--- config.mk ---
export PLATFORM = sky130hd
export DESIGN_NAME = devil_campaign_sequencer
export DESIGN_NICKNAME = d
export VERILOG_FILES = /design/src/rtl/devil_campaign_sequencer.sv
export SDC_FILE = /design/constraint.sdc
export NUM_CORES = 1
export LEC_CHECK = 0
export BUFFER_PORTS_ARGS = -buffer_cell sky130_fd_sc_hd__buf_4
export CAP_MARGIN = 10
export CORE_MARGIN = 10
export CORE_UTILIZATION = 35
export DETAILED_ROUTE_END_ITERATION = 8
export PLACE_DENSITY = 0.59
export SLEW_MARGIN = 20
export SYNTH_ARGS = -nofsm -noshare
export SYNTH_HDL_FRONTEND = slang
export SYNTH_SLANG_ARGS = --single-unit
--- constraint.sdc ---
create_clock -name ace_aclk -period 15.7 [get_ports ace_aclk]
set_input_delay 2.355 -clock ace_aclk [delete_from_list [all_inputs] [get_ports ace_aclk]]
set_output_delay 2.355 -clock ace_aclk [all_outputs]
set_load 0.05 [all_outputs]
--- src/rtl/devil_campaign_sequencer.sv ---
// Steps a devil_in_fpga attack engine through a table of (control, delay) entries, looping a programmed count.
// Optional macro DEVIL_SEQ_LATENCY_EN: o_last_latency reports WAIT_END cycles of the last completed step.
module devil_campaign_sequencer #(
    parameter  int C_S_AXI_DATA_WIDTH = 32,
    parameter  int NUM_ENTRIES        = 8,
    parameter  int TIMEOUT_W          = 24,
    localparam int IDX_W              = $clog2(NUM_ENTRIES),
    localparam int DW                 = C_S_AXI_DATA_WIDTH
) (
    input  logic                 ace_aclk,
    input  logic                 ace_aresetn,
    input  logic                 i_cfg_we,
    input  logic [IDX_W-1:0]     i_cfg_idx,
    input  logic [DW-1:0]        i_cfg_ctrl,
    input  logic [DW-1:0]        i_cfg_delay,
    input  logic [IDX_W:0]       i_num_steps,
    input  logic [7:0]           i_loops,
    input  logic [15:0]          i_gap,
    input  logic [TIMEOUT_W-1:0] i_timeout,
    input  logic                 i_start,
    input  logic                 i_abort,
    input  logic                 i_devil_end,
    output logic [DW-1:0]        o_control_reg,
    output logic [DW-1:0]        o_delay_reg,
    output logic                 o_busy,
    output logic                 o_done,
    output logic                 o_timeout_err,
    output logic [IDX_W-1:0]     o_step_idx,
    output logic [7:0]           o_loop_cnt,
    output logic [DW-1:0]        o_last_latency
);

    typedef enum logic [2:0] {
        S_IDLE, S_LOAD, S_ARM, S_WAIT_END, S_RELEASE, S_GAP, S_NEXT, S_DONE
    } state_t;

    localparam logic [IDX_W:0]     L_NUM = (IDX_W+1)'(NUM_ENTRIES);
    localparam logic [IDX_W:0]     L_ONE = (IDX_W+1)'(1);
    localparam logic [TIMEOUT_W-1:0] L_T1 = TIMEOUT_W'(1);

    state_t               r_state, w_next;
    logic [DW-1:0]        r_tab_ctrl  [NUM_ENTRIES];
    logic [DW-1:0]        r_tab_delay [NUM_ENTRIES];
    logic [DW-1:0]        r_control, r_delay, r_delay_lat;
    logic                 r_en_lat;
    logic [IDX_W-1:0]     r_step;
    logic [7:0]           r_loops, r_loop_term, r_loop_cnt;
    logic [15:0]          r_gap_cnt;
    logic [TIMEOUT_W-1:0] r_timeout, r_timer;
    logic                 r_abort, r_timeout_err;
    logic                 w_busy, w_abort, w_tmo_hit, w_wrap, w_end_loops;
    logic [IDX_W:0]       w_num_eff, w_last_full;

    // Start/done protocol: i_start is a one-cycle request honoured only in IDLE;
    // o_done pulses for exactly one cycle when the campaign finishes or is aborted.
    always_comb begin
        if (i_num_steps == '0)       w_num_eff = L_ONE;
        else if (i_num_steps > L_NUM) w_num_eff = L_NUM;
        else                          w_num_eff = i_num_steps;
    end

    assign w_last_full = w_num_eff - L_ONE;
    assign w_wrap      = ({1'b0, r_step} == w_last_full);
    assign w_end_loops = (r_loops != 8'd0) && ((r_loop_term + 8'd1) == r_loops);
    assign w_tmo_hit   = (r_timeout != '0) && (r_timer == r_timeout - L_T1);
    assign w_busy      = (r_state != S_IDLE) && (r_state != S_DONE);
    assign w_abort     = w_busy && (i_abort || r_abort);

    // Table has no reset; contents are undefined until written.
    always_ff @(posedge ace_aclk) begin
        if (i_cfg_we && !w_busy) begin
            r_tab_ctrl[i_cfg_idx]  <= i_cfg_ctrl;
            r_tab_delay[i_cfg_idx] <= i_cfg_delay;
        end
    end

    always_comb begin
        w_next = r_state;
        case (r_state)
            S_IDLE:     if (i_start) w_next = S_LOAD;
            S_LOAD:     w_next = w_abort ? S_RELEASE : S_ARM;
            S_ARM:      w_next = w_abort ? S_RELEASE : S_WAIT_END;
            S_WAIT_END: if (w_abort || i_devil_end || w_tmo_hit) w_next = S_RELEASE;
            S_RELEASE: begin
                if (!i_devil_end) begin
                    if (w_abort)            w_next = S_DONE;
                    else if (i_gap == 16'd0) w_next = S_NEXT;
                    else                    w_next = S_GAP;
                end
            end
            S_GAP: begin
                if (w_abort)                  w_next = S_RELEASE;
                else if (r_gap_cnt == 16'd1) w_next = S_NEXT;
            end
            S_NEXT: begin
                if (w_abort)                   w_next = S_RELEASE;
                else if (w_wrap && w_end_loops) w_next = S_DONE;
                else                           w_next = S_LOAD;
            end
            S_DONE:  w_next = S_IDLE;
            default: w_next = S_IDLE;
        endcase
    end

    always_ff @(posedge ace_aclk or negedge ace_aresetn) begin
        if (!ace_aresetn) begin
            r_state       <= S_IDLE;
            r_control     <= '0;
            r_delay       <= '0;
            r_delay_lat   <= '0;
            r_en_lat      <= 1'b0;
            r_step        <= '0;
            r_loops       <= '0;
            r_loop_term   <= '0;
            r_loop_cnt    <= '0;
            r_gap_cnt     <= '0;
            r_timeout     <= '0;
            r_timer       <= '0;
            r_abort       <= 1'b0;
            r_timeout_err <= 1'b0;
        end else begin
            r_state <= w_next;
            if (w_busy && i_abort)     r_abort <= 1'b1;
            else if (r_state == S_DONE) r_abort <= 1'b0;

            case (r_state)
                S_IDLE: begin
                    if (i_start) begin
                        r_step        <= '0;
                        r_loop_term   <= '0;
                        r_loop_cnt    <= '0;
                        r_loops       <= i_loops;
                        r_timeout_err <= 1'b0;
                    end
                end
                S_LOAD: begin
                    r_en_lat    <= r_tab_ctrl[r_step][0];
                    r_delay_lat <= r_tab_delay[r_step];
                    r_timeout   <= i_timeout;
                end
                S_ARM: begin
                    r_timer <= '0;
                    if (!w_abort) r_delay <= r_delay_lat;
                end
                S_WAIT_END: begin
                    r_timer <= r_timer + L_T1;
                    if (!w_abort && !i_devil_end && w_tmo_hit) r_timeout_err <= 1'b1;
                end
                S_RELEASE: if (!i_devil_end) r_gap_cnt <= i_gap;
                S_GAP:     r_gap_cnt <= r_gap_cnt - 16'd1;
                S_NEXT: begin
                    if (!w_abort) begin
                        if (w_wrap) begin
                            r_step      <= '0;
                            r_loop_term <= r_loop_term + 8'd1;
                            if (r_loop_cnt != 8'hFF) r_loop_cnt <= r_loop_cnt + 8'd1;
                        end else begin
                            r_step <= r_step + IDX_W'(1);
                        end
                    end
                end
                default: ;
            endcase

            // Enable bit only reaches the engine one cycle after the rest of the control word.
            case (w_next)
                S_ARM:      r_control <= {r_tab_ctrl[r_step][DW-1:1], 1'b0};
                S_WAIT_END: r_control <= r_control | {{(DW-1){1'b0}}, r_en_lat};
                default:    r_control <= '0;
            endcase
        end
    end

`ifdef DEVIL_SEQ_LATENCY_EN
    logic [DW-1:0] r_lat_cnt, r_last_lat;

    always_ff @(posedge ace_aclk or negedge ace_aresetn) begin
        if (!ace_aresetn) begin
            r_lat_cnt  <= '0;
            r_last_lat <= '0;
        end else begin
            if (r_state == S_ARM)
                r_lat_cnt <= '0;
            else if (r_state == S_WAIT_END && r_lat_cnt != '1)
                r_lat_cnt <= r_lat_cnt + DW'(1);
            if (r_state == S_WAIT_END && !w_abort && i_devil_end)
                r_last_lat <= (r_lat_cnt == '1) ? r_lat_cnt : r_lat_cnt + DW'(1);
        end
    end

    assign o_last_latency = r_last_lat;
`else
    assign o_last_latency = '0;
`endif

    assign o_control_reg = r_control;
    assign o_delay_reg   = r_delay;
    assign o_busy        = w_busy;
    assign o_done        = (r_state == S_DONE);
    assign o_timeout_err = r_timeout_err;
    assign o_step_idx    = r_step;
    assign o_loop_cnt    = r_loop_cnt;

endmodule

# [Word level (Yosys, flattened, before mapping)]
# Memory sizes are Yosys's and may differ from the RTL's. A register that Yosys moved wholly into a read port is not among the register bits.
# Cells that the tools add are included.
[op_classes] n_div=0 n_addsub=7 mux=37 n_eq_ne=21 mul=0 shift=0 bitwise=2 n_lt_le_gt_ge=1 n_reduce_logical=34
[ops] operator="$pmux W32 S2" count=1
[ops] operator="$mux W8" count=6
[ops] operator="$pmux W24 S2" count=1
[ops] operator="$mux W3" count=12
[ops] operator="$or A32 B1 Y32" count=1
[ops] operator="$pmux W16 S2" count=1
[ops] operator="$pmux W8 S2" count=2
[ops] operator="$add A24 B1 Y24 const B" count=1
[ops] operator="$eq A24 B24 Y1" count=1
[ops] operator="$pmux W3 S8" count=1
[ops] operator="$reduce_bool A24 Y1" count=1
[ops] operator="$sub A24 B1 Y24 const B" count=1
[ops] operator="$add A8 B1 Y8 const B" count=2
[ops] operator="$eq A16 B1 Y1 const B" count=1
[ops] operator="$logic_not A16 Y1" count=1
[ops] operator="$mux W16" count=1
[ops] operator="$sub A16 B1 Y16 const B" count=1
[ops] operator="$eq A3 B2 Y1 const B" count=4
[ops] operator="$eq A3 B3 Y1 const B" count=4
[ops] operator="$ne A2 B2 Y1 const B" count=6
[ops] operator="$reduce_bool A2 Y1" count=5
[ops] operator="$logic_and A1 B1 Y1" count=9
[ops] operator="$eq A8 B8 Y1" count=1
[ops] operator="$mux W4" count=2
[ops] operator="22 further kinds" count=36
[word_totals] regBits=161 word_cells=117 latchBits=0 mem_bits_rw=512 mem_count=2 mem_bits_ro=0 out_inout_bits=110
[memory_table] name="r_tab_ctrl" depth=8 width=32 rd=1 rd_ports_with_merged_regs=0 write_ports=1 line="42" text="logic [DW-1:0] r_tab_ctrl [NUM_ENTRIES];"
[memory_table] name="r_tab_delay" depth=8 width=32 rd=1 rd_ports_with_merged_regs=1 write_ports=1 line="43" text="logic [DW-1:0] r_tab_delay [NUM_ENTRIES];"

# [Longest topological paths before layout]
# Gate-level depths: netlist of run 1.
[depth] word_depth=11 ltp_mapped=12 ltp_nobuf=12

# [Worst setup path after synthesis of run 1]
# Ideal clock, no wire load.
[synth_path] kind="input port to flip-flop" start="in i_cfg_idx[0]" end="mem r_tab_ctrl[0][0] in the netlist's numbering (enable)" setup_time_ns=0.565 required_time_ns=15.135 path_slack_ns=8.217 stages=2 n_path_buf=0 t_arrival_ns=6.918 path_cell_list="nand3b_1 -> nor3_1"
[synth_lines] element="start, declared" line="13" text="input logic [IDX_W-1:0] i_cfg_idx,"
[synth_lines] element="end, declared" line="42"
# Straight into the memory's write port.

# [Worst setup path in the final report of run 1]
[layout_path] start="in i_num_steps[1]" end="reg r_loop_cnt[7], in the netlist o_loop_cnt[7]"
[layout_via] elab_chain_len=7 word_cells_on_any_way=8 classes_between="add/sub: 1; order compare: 1; eq/ne: 2; mux: 2; reduce/logical: 2"
[layout_lines] element="start, declared" line="16" text="input logic [IDX_W:0] i_num_steps,"
[layout_lines] element="$gt A4 B4 Y1" line="58" text="else if (i_num_steps > L_NUM) w_num_eff = L_NUM;"
[layout_lines] element="$mux W4" line="58"
[layout_lines] element="$mux W4 *" line="57" text="if (i_num_steps == '0) w_num_eff = L_ONE;"
[layout_lines] element="$sub A4 B1 Y4 *" line="62" text="assign w_last_full = w_num_eff - L_ONE;"
[layout_lines] element="$eq A3 B4 Y1 *" line="63" text="assign w_wrap = ({1'b0, r_step} == w_last_full);"
[layout_lines] element="$ne A2 B2 Y1 (no line) *"
[layout_lines] element="$reduce_and A5 Y1 (no line) *"
[layout_lines] element="end signal, assigned" line="156" text="if (r_loop_cnt != 8'hFF) r_loop_cnt <= r_loop_cnt + 8'd1;"
[layout_lines] element="end, declared" line="47" text="logic [7:0] r_loops, r_loop_term, r_loop_cnt;"
# Every way passes the cells marked *; elsewhere a longest branch is shown, timed or not.
# A chain may end at the register's enable or synchronous reset.

==> results.json, run 1 <==
{
  "post-route-util": 0.4192,
  "hold_ws_ns": 0.4897,
  "hold_start": "o_control_reg[0]",
  "drv_cap": 0,
  "area_growth_pct": 18.74,
  "initial_core_util": 0.3530,
  "ctsResizeCount": 0,
  "rsz0062_at_grt": "no",
  "die_w_um": 305.0,
  "design_area_mm2": 0.03376,
  "fp-row-count": 104,
  "power_density_mw_per_mm2": 148.0,
  "clk_pin_slew_ns": 0.06,
  "first_pass_iters": 5,
  "gp_congestion": 0.8285,
  "fp.dieH_um": 305.0,
  "rr_endpoint": "o_control_reg[1]",
  "synthCells": 1658,
  "wl_per_cell_um": 22.36,
  "grt_usage": 0.1435,
  "finalCritPeriodShare": 0.2960,
  "postCtsHoldBufs": 0,
  "ys_types": 64,
  "finalMaxSlewViolations": 0,
  "cp_data_required_time_ns": 16.17,
  "power.total_mw": 4.998,
  "finalHoldViolCount": 0,
  "tightestPinTransition_ns": 1.007,
  "vias_per_cell": 5.119,
  "dp.final_hpwl_um": 41350,
  "portBuffers": 202,
  "num_vias": 15420,
  "antenna_found_initial": 13,
  "place_area_mm2": 0.03115,
  "reg2reg_slack_ns": 12.30,
  "top_regs": "r_tab_ctrl (256), r_tab_delay (256)",
  "cts_made_buffers": 76,
  "synth_area_leaders": "edfxtp_1 54%, dfrtp_1 17%, mux4_2 10%",
  "drt_iter0_drc": 1046,
  "async_flop_share": 0.2738,
  "clk_path_buf_depth": 3,
  "postCtsSetupBuffers": 0,
  "htreeDepth": 3,
  "max_freq_mhz": 215.2,
  "fp.dieArea_mm2": 0.09304,
  "synth_area_mm2": 0.02843,
  "critPathLaunchType": "primary input",
  "post-route-drc-count": 0,
  "ant_nets": 0,
  "holdPathStages": 1,
  "critPathKind": "in -> reg",
  "routed_wl_um": 67350,
  "grt_pass1_wl_um": 103500,
  "grt_pass1_vias": 16520,
  "synth-seq-area-share": 0.7106,
  "drive_above_1_share": 0.2790,
  "clock_latency_ns": 0.63,
  "cp-end-kind": "flop",
  "crit_fanout": 7,
  "avgSynthCellArea_um2": 17.15,
  "slew_headroom": 0.3285,
  "r2r_cells": 10,
  "min_period_ns": 4.648,
  "p_leak_nw": 11.92,
  "crit-reg2reg-launch": "r_timeout[0]",
  "core_mm2": 0.08055,
  "ys_warn_count": 0,
  "netlist.area_leader.share": 0.5407,
  "yosysTopAreaCell": "edfxtp_1",
  "root_buffer": "clkbuf_16",
  "final_nets": 2021,
  "arrival_ns": 5.11,
  "synth_edf_count": 512,
  "finalSetupViolations": 0,
  "holdCritPathClass": "reg -> reg",
  "io_pins": 235,
  "synth_seq_cells": 705,
  "clock_skew_ns": 0.03642,
  "grt_max_degree": 93,
  "status": "finished clean",
  "final.setup.tns_ns": 0,
  "min_to": "o_control_reg[0]",
  "synthFlopType": "edfxtp_1",
  "grt_overflow": 0,
  "ir_worst_vdd_mv": 0.09229,
  "clock_sinks": 705,
  "cts_tree": "done"
}
kinds of logic (layout without fill, tap and decap cells):
family,after synthesis,in the layout,synth area share
flip-flops,705,705,0.7106
other,1,34,0.0001319
AND/OR/NAND/NOR,332,332,0.05646
adder cells (fa/ha/maj),9,9,0.003960
buffers and inverters,122,383,0.02116
XOR/XNOR,50,50,0.01540
AO/OA/AOI/OAI,179,179,0.04216
multiplexers,260,260,0.1502
worst max-delay path by stage:
stage	startpoint	end	cells past startpoint	slack, ns
detailed placement	i_num_steps[1]	o_loop_cnt[5]	13	10.45
floorplan	i_cfg_idx[0]	r_tab_ctrl[0][0]	2	8.22
finish	i_num_steps[1]	o_loop_cnt[7]	13	11.05
global placement	i_num_steps[1]	o_loop_cnt[7]	13	10.44
CTS	i_num_steps[1]	o_loop_cnt[5]	13	11.10
global route	i_num_steps[1]	o_loop_cnt[5]	13	10.78
critical path, stage by stage:
cell,delay [ns]
buf_4,0.11
o21ba_2,0.22
nor2_1,0.18
inv_1,0.07
ha_1,0.19
xor2_1,0.15
xnor2_1,0.25
o2111ai_1,0.25
a221oi_1,0.69
and4_1,0.35
nand3_1,0.11
xnor2_1,0.14
nor2_1,0.05
layout make-up:
type | instances | area (um2)
fillers | 7157 | 46780
flip-flops and latches | 705 | 20220
multi-input cells | 862 | 7835
clock buffers | 108 | 2143
repair buffers | 226 | 1740
well taps | 1060 | 1326
clock inverters | 33 | 436.7
inverters | 16 | 60.06
diodes | 2 | 5.005
synth_stat cells, drive strengths merged, types with 3 or more instances:
library cell and instances:
and2 4, nand3b 6, nor4 18, a31oi 5, edfxtp 512, o21ai 40, and3 11, mux2i 79
xor2 27, clkbuf 56, or4 5, mux4 128, mux2 53, nand4 6, nor2 83, inv 16
a221o 3, a211oi 3, nand3 32, a21oi 48, o22ai 4, and4 7, nor3 30, or3 5
o2bb2ai 31, nand2 101, ha 9, xnor2 23, nor2b 7, buf 50, o311ai 3, o31ai 7
nand2b 10, o211ai 11, dfrtp 193
per-stage QoR:
stage	setup slack (ns)	std cells
floorplan	8.217	1689
global placement	10.44	2868
detailed placement	10.45	2868
CTS	11.10	3009
global route	10.78	3010
finish	11.05	3012
layout by cell type, fill, tap and decap left out, types with 7 or more instances in the layout:
master	count
nor3_1	26
o2bb2ai_1	31
inv_1	16
nand2_1	101
nor4_1	16
and3_1	11
xnor2_1	23
edfxtp_1	512
clkinv_2	11
mux2_2	53
mux4_2	128
o211ai_1	11
nor2b_1	7
clkbuf_16	77
bufinv_16	8
clkbuf_1	21
o31ai_1	7
mux2i_1	79
nand2b_1	10
o21ai_0	37
dfrtp_1	190
nand3_1	31
xor2_1	27
buf_4	222
ha_1	9
clkbuf_8	10
conb_1	32
a21oi_1	48
clkinv_1	7
nor2_1	77
power by group:
group	switching, mW	internal [mW]
logic	0.460	0.377
registers	0.161	2.16
clock network	0.742	1.09
routing by layer:
| layer | global-route usage | share of wire | wire, um | up-vias |
|---|---|---|---|---|
| met2 | 0.2374 | 0.49 | 32710 | 392 |
| met1 | 0.1825 | 0.43 | 28790 | 7986 |
| met3 | 0.04378 | 0.064 | 4325 | 124 |
| met5 | 0 | 0.0023 | 153 | - |
| li1 | - | - | - | 6893 |
| met4 | 0.03341 | 0.020 | 1376 | 22 |
Power figures use the tool's default switching activity.
==> inputs of run 2 (changes only) <==
--- a/config.mk
+++ b/config.mk
@@ -10,7 +10,7 @@
 export CORE_MARGIN = 10
 export CORE_UTILIZATION = 35
 export DETAILED_ROUTE_END_ITERATION = 8
-export PLACE_DENSITY = 0.59
+export PLACE_DENSITY = 0.61
 export SLEW_MARGIN = 20
 export SYNTH_ARGS = -nofsm -noshare
 export SYNTH_HDL_FRONTEND = slang
==> constraint.sdc (replaced) <==
create_clock -name ace_aclk -period 4 [get_ports ace_aclk]
set_input_delay 0.6 -clock ace_aclk [delete_from_list [all_inputs] [get_ports ace_aclk]]
set_output_delay 0.6 -clock ace_aclk [all_outputs]
set_load 0.05 [all_outputs]
==> results.json, run 2 (same netlist as run 1, synthesis figures left out) <==
{
  "antenna_found_initial": 9,
  "area_growth_pct": 18.76,
  "power.total_mw": 19.28,
  "grt_pass1_vias": 16400,
  "post-route-drc-count": 0,
  "fp.dieArea_mm2": 0.09304,
  "slew_headroom": 0.2562,
  "hold_ws_ns": 0.04062,
  "grt_pass1_wl_um": 104100,
  "clk_pin_slew_ns": 0.05,
  "cts_tree": "done",
  "critPathLaunchType": "flop",
  "io_pins": 235,
  "clock_skew_ns": 0.03586,
  "startpoint": "r_timeout[0]",
  "grt_usage": 0.1454,
  "final.setup.tns_ns": 0,
  "dp.final_hpwl_um": 41160,
  "cp-end-kind": "flop",
  "portBuffers": 202,
  "ir_worst_vdd_mv": 0.4236,
  "postCtsSetupBuffers": 0,
  "crit-reg2reg-launch": "r_timeout[0]",
  "grt_overflow": 0,
  "clock_latency_ns": 0.63,
  "gp_congestion": 0.8350,
  "drv_cap": 0,
  "max_freq_mhz": 304.9,
  "status": "finished clean",
  "drive_above_1_share": 0.2788,
  "cp_data_required_time_ns": 4.48,
  "fp-row-count": 104,
  "finalHoldViolCount": 0,
  "crit_fanout": 33,
  "min_period_ns": 3.280,
  "grt_max_degree": 132,
  "finalMaxSlewViolations": 0,
  "num_vias": 15610,
  "clk_path_buf_depth": 3,
  "die_w_um": 305.0,
  "tightestPinTransition_ns": 1.116,
  "fp.dieH_um": 305.0,
  "final_nets": 2032,
  "critPathKind": "reg -> reg",
  "layout_commonest_cell": "edfxtp_1",
  "rsz0062_at_grt": "no",
  "finalSetupViolations": 0,
  "vias_per_cell": 5.165,
  "finalCritPeriodShare": 0.8200,
  "clock_sinks": 705,
  "first_pass_iters": 7,
  "core_mm2": 0.08055,
  "diodes": 0,
  "power_density_mw_per_mm2": 570.8,
  "wl_per_cell_um": 22.78,
  "arrival_ns": 3.76,
  "routed_wl_um": 68860,
  "final_cell_mix": "512 x edfxtp_1, 229 x buf_4, 190 x dfrtp_1",
  "htreeDepth": 3,
  "top_regs": "r_tab_ctrl (256), r_tab_delay (256)",
  "initial_core_util": 0.3530,
  "root_buffer": "clkbuf_16",
  "ctsResizeCount": 0,
  "postCtsHoldBufs": 0,
  "ant_nets": 0,
  "holdCritPathClass": "in -> async",
  "cts_made_buffers": 77,
  "drt_iter0_drc": 1032,
  "p_leak_nw": 11.90
}
-- run 2: cell count changes in the layout (fill, tap and decap cells not counted), moves of 3 or more --
cell / change
clkbuf_1: +10
buf_4: +7
bufinv_16: -6
buf_12: +4
clkinv_2: -3
-- run 2: final timing paths --
| check | to | slack [ns] | cells past startpoint |
|---|---|---|---|
| worst max register to register | o_control_reg[10] | 0.72 | 11 |
| worst min register to register | r_gap_cnt[14] | 0.49 | 1 |
| min in group ace_aclk | r_loops[6] | 0.18 | 3 |
| worst min-delay path | r_gap_cnt[10] | 0.04 | 1 |
| max in group asynchronous | r_timeout[22] | 3.03 | 2 |
| worst max-delay path | o_control_reg[10] | 0.72 | 11 |
-- run 2: per-layer routing --
metal | vias to the layer above | part of all wire | global-route usage
li1 | 6924 | - | -
met1 | 8123 | 0.43 | 0.1885
met2 | 430 | 0.49 | 0.2395
met3 | 114 | 0.062 | 0.04074
met4 | 18 | 0.019 | 0.03330
met5 | - | 0.0017 | 0
-- run 2: stage by stage --
stage / cells / util / setup WS (ns) / area, um2
after floorplan: 1689 / - / -0.2427 / 28560
after global placement: 2879 / 0.3885 / 0.8276 / 31290
after detailed placement: 2879 / 0.3885 / 0.7460 / 31290
after CTS: 3022 / 0.4192 / 0.7230 / 33770
after global routing: 3022 / 0.4193 / 0.5547 / 33770
final: 3022 / 0.4193 / 0.7198 / 33770
-- run 2: worst max-delay path, stage by stage, from the launching register on --
cell       delay [ns]
dfrtp_1          0.41
inv_1            0.11
ha_1             0.22
nor3b_1          0.20
buf_4            0.17
and3_1           0.20
or4b_1           0.46
a2111oi_1        0.45
and4_4           0.33
o21ai_4          0.05
buf_4            0.31
o2bb2ai_1        0.21
-- run 2: cell type report --
cell class / instances / area, um2
clock inverter: 26 / 296.5
fill: 7109 / 46780
tap: 1060 / 1326
multi-input combinational: 862 / 7848
sequential: 705 / 20220
clock buffer: 117 / 2178
inverter: 16 / 60.06
timing repair buffer: 236 / 1846
-- run 2: report_power, final --
| part | total (mW) | switching (mW) | internal [mW] |
|---|---|---|---|
| registers | 9.03 | 0.533 | 8.50 |
| logic | 3.40 | 1.91 | 1.50 |
| clock network | 6.84 | 2.90 | 3.94 |
| total | 19.3 | 5.34 | 13.9 |
==> inputs of run 3 (changes only) <==
--- a/config.mk
+++ b/config.mk
@@ -5,6 +5,7 @@
 export SDC_FILE = /design/constraint.sdc
 export NUM_CORES = 1
 export LEC_CHECK = 0
+export ABC_AREA = 1
 export BUFFER_PORTS_ARGS = -buffer_cell sky130_fd_sc_hd__buf_4
 export CAP_MARGIN = 10
 export CORE_MARGIN = 10
==> constraint.sdc (replaced) <==
create_clock -name ace_aclk -period 2.85 [get_ports ace_aclk]
set_input_delay 0.4275 -clock ace_aclk [delete_from_list [all_inputs] [get_ports ace_aclk]]
set_output_delay 0.4275 -clock ace_aclk [all_outputs]
set_load 0.05 [all_outputs]
==> results.json, run 3 <==
{
  "top_usage_layer": "met2",
  "p_comb_frac": 0.271,
  "final_cell_mix": "512 x edfxtp_1, 413 x nor2_1, 395 x o21ai_0",
  "grt_overflow": 0,
  "ys_types": 46,
  "drt_iter0_drc": 1495,
  "clock_sinks": 705,
  "clkPwrFrac": 0.329,
  "htreeDepth": 3,
  "instances_no_fill": 3990,
  "place_area_mm2": 0.03247,
  "post-synth-top-count-cell": "edfxtp_1",
  "ir_worst_vdd_mv": 0.6362,
  "grt_pass1_vias": 19850,
  "synthCells": 2610,
  "layout_commonest_cell": "edfxtp_1",
  "core_mm2": 0.08250,
  "power_density_mw_per_mm2": 895.2,
  "gp_congestion": 0.8660,
  "switching_share": 0.3388,
  "dp.cells": 3818,
  "status": "finished clean",
  "path_buf_inv": 2,
  "arrival_ns": 3.08,
  "wl_per_cell_um": 19.46,
  "post-route-drc-count": 0,
  "fp-row-count": 105,
  "grt_use_met1": 0.2117,
  "hold_ws_ns": 0.02090,
  "routed_wl_um": 77650,
  "max_freq_mhz": 387.9,
  "critPathKind": "reg -> reg",
  "critPathLaunchType": "flop",
  "synth_seq_cells": 705,
  "cp-end-kind": "flop",
  "holdCritPathClass": "in -> reg",
  "crit_family": "simple AND/OR/NAND/NOR gates",
  "clock_skew_ns": 0.01526,
  "final_nets": 2986,
  "use_met3": 0.03361,
  "grt_pass1_wl_um": 118800,
  "portBuffers": 202,
  "rsz0062_at_grt": "no",
  "met2_usage": 0.2614,
  "fillers": 7684,
  "die_w_um": 309.2,
  "cts_tree": "done",
  "synth_area_leaders": "edfxtp_1 53%, dfrtp_1 17%, o21ai_0 6.8%",
  "crit_chain": "inv_1 > ha_1 > nand2_2 > nor2_4 > nand2_1 > inv_1 > nand2_1 > nand2_1 > nand2_1 > nand2_1 > nand3_1 > nor2_2 > nand2_2 > nand3_2 > nand2_8 > nand2_1 > nand2_1",
  "synthFlopType": "edfxtp_1",
  "area_growth_pct": 21.01,
  "tightestPinTransition_ns": 0.7346,
  "clock_latency_ns": 0.62,
  "synth-seq-area-share": 0.6904,
  "slew_headroom": 0.5103,
  "first_pass_iters": 6,
  "min_period_ns": 2.578,
  "path_common_cell": "nand2_1",
  "drv_cap": 0,
  "p_leak_nw": 13.52,
  "finalHoldViolCount": 0,
  "crit_fanout": 32,
  "netlist.area_leader.share": 0.5254,
  "critPathMaxStageDelay_ns": 0.39,
  "fp.dieH_um": 309.2,
  "avgSynthCellArea_um2": 11.21,
  "vias_per_cell": 5.052,
  "design_area_mm2": 0.03541,
  "top_regs": "r_tab_ctrl (256), r_tab_delay (256)",
  "synth_edf_count": 512,
  "clk_path_buf_depth": 3,
  "drive_above_1_share": 0.1502,
  "io_pins": 235,
  "cp_slowest_cell": "dfrtp_1",
  "clk_pin_slew_ns": 0.06,
  "yosysTopAreaCell": "edfxtp_1",
  "antenna_found_initial": 10,
  "cp_data_required_time_ns": 3.35,
  "ant_nets": 0,
  "fp.dieArea_mm2": 0.09558,
  "grt_max_degree": 103,
  "async_flop_share": 0.2738,
  "synth_area_mm2": 0.02926,
  "finalSetupViolations": 0,
  "postCtsSetupBuffers": 0,
  "grt_usage": 0.1592,
  "root_buffer": "clkbuf_16",
  "finalMaxSlewViolations": 0,
  "finalCritPeriodShare": 0.9047,
  "p_int_mw": 20.96,
  "synth_commonest_cells": "512 x edfxtp_1, 424 x nor2_1, 395 x o21ai_0",
  "initial_core_util": 0.3547,
  "dp.final_hpwl_um": 49770,
  "ys_warn_count": 0,
  "cts_made_buffers": 79,
  "p_sw_mw": 10.74,
  "num_vias": 20160,
  "sequentialPowerShare": 0.400
}
-- run 3: cell types whose count changed in the layout (fill, tap and decap cells not counted), moves of 28 or more --
cell	before	now
o21ai_0	37	395
nor2_1	77	413
nand2_1	101	366
inv_1	16	149
mux4_2	128	0
mux2i_1	79	2
o22ai_1	4	63
mux2_2	53	0
o221ai_1	2	49
nand3_1	31	66
o2bb2ai_1	31	0
a31oi_1	5	33
-- run 3: cells by family (layout without fill, tap and decap cells) --
| group | count (synthesis) | count (layout) | synth area share |
|---|---|---|---|
| AND/OR/NAND/NOR | 924 | 924 | 0.1281 |
| flip-flops | 705 | 705 | 0.6904 |
| AO/OA/AOI/OAI | 610 | 610 | 0.1192 |
| buffers and inverters | 322 | 598 | 0.04656 |
| XOR/XNOR | 37 | 37 | 0.01107 |
| adder cells (fa/ha/maj) | 9 | 9 | 0.003848 |
| multiplexers | 2 | 2 | 0.0006841 |
| other | 1 | 35 | 0.0001281 |
-- run 3: area by class of cell --
| class | count | area [um2] | area share |
|---|---|---|---|
| antenna | 3 | 7.507 | 0.0002120 |
| clock buffer | 111 | 2240 | 0.06325 |
| tap | 1070 | 1339 | 0.03781 |
| sequential | 705 | 20210 | 0.5708 |
| multi-input combinational | 1614 | 7914 | 0.2235 |
| timing repair buffer | 294 | 2648 | 0.07476 |
| clock inverter | 35 | 449.2 | 0.01268 |
| inverter | 158 | 601.8 | 0.01700 |
-- run 3: worst min-delay path: stages --
cell,delay [ns]
buf_4,0.08
nand2_1,0.04
o21ai_0,0.05
-- run 3: worst paths after layout --
path | startpoint | endpoint | slack [ns] | cells past startpoint
max in group asynchronous | ace_aresetn | o_step_idx[1] | 1.70 | 3
hold reg to reg | o_control_reg[16] | o_control_reg[16] | 0.48 | 2
hold / removal | i_timeout[6] | r_timeout[6] | 0.02 | 3
setup reg to reg | r_timeout[0] | o_control_reg[14] | 0.27 | 17
setup / recovery | r_timeout[0] | o_control_reg[14] | 0.27 | 17
min in group asynchronous | ace_aresetn | r_gap_cnt[13] | 0.36 | 2
-- run 3: per-stage QoR --
stage / setup TNS [ns] / power, mW / setup slack (ns) / utilization
after global routing: 0 / 33.49 / 0.01998 / 0.4291
final: 0 / 31.70 / 0.2717 / 0.4292
after global placement: 0 / 21.40 / 0.2197 / 0.3936
after CTS: 0 / 32.01 / 0.1379 / 0.4290
after detailed placement: 0 / 21.51 / 0.1438 / 0.3936
after floorplan: -0.1515 / 18.49 / -0.002367 / -
-- run 3: per-layer routing --
| layer | up-vias | part of all wire |
|---|---|---|
| met5 | - | 0.0013 |
| met4 | 14 | 0.020 |
| met3 | 126 | 0.062 |
| met2 | 525 | 0.48 |
| met1 | 9859 | 0.44 |
| li1 | 9632 | - |
-- run 3: power by group through the flow --
stage	sequential [mW]	combinational [mW]	clock, mW
floorplan	13.2	5.30	0
global placement	12.9	8.55	0
detailed placement	12.9	8.64	0
CTS	12.7	8.69	10.6
global route	12.8	9.67	11.0
finish	12.7	8.60	10.4
-- run 3: repair_timing --
item                                    in CTS  in global routing
hold buffers                                23                  0
resized for setup                            0                  2
hold endpoints to repair                   112                  0
endpoints found under the setup margin       0                 33
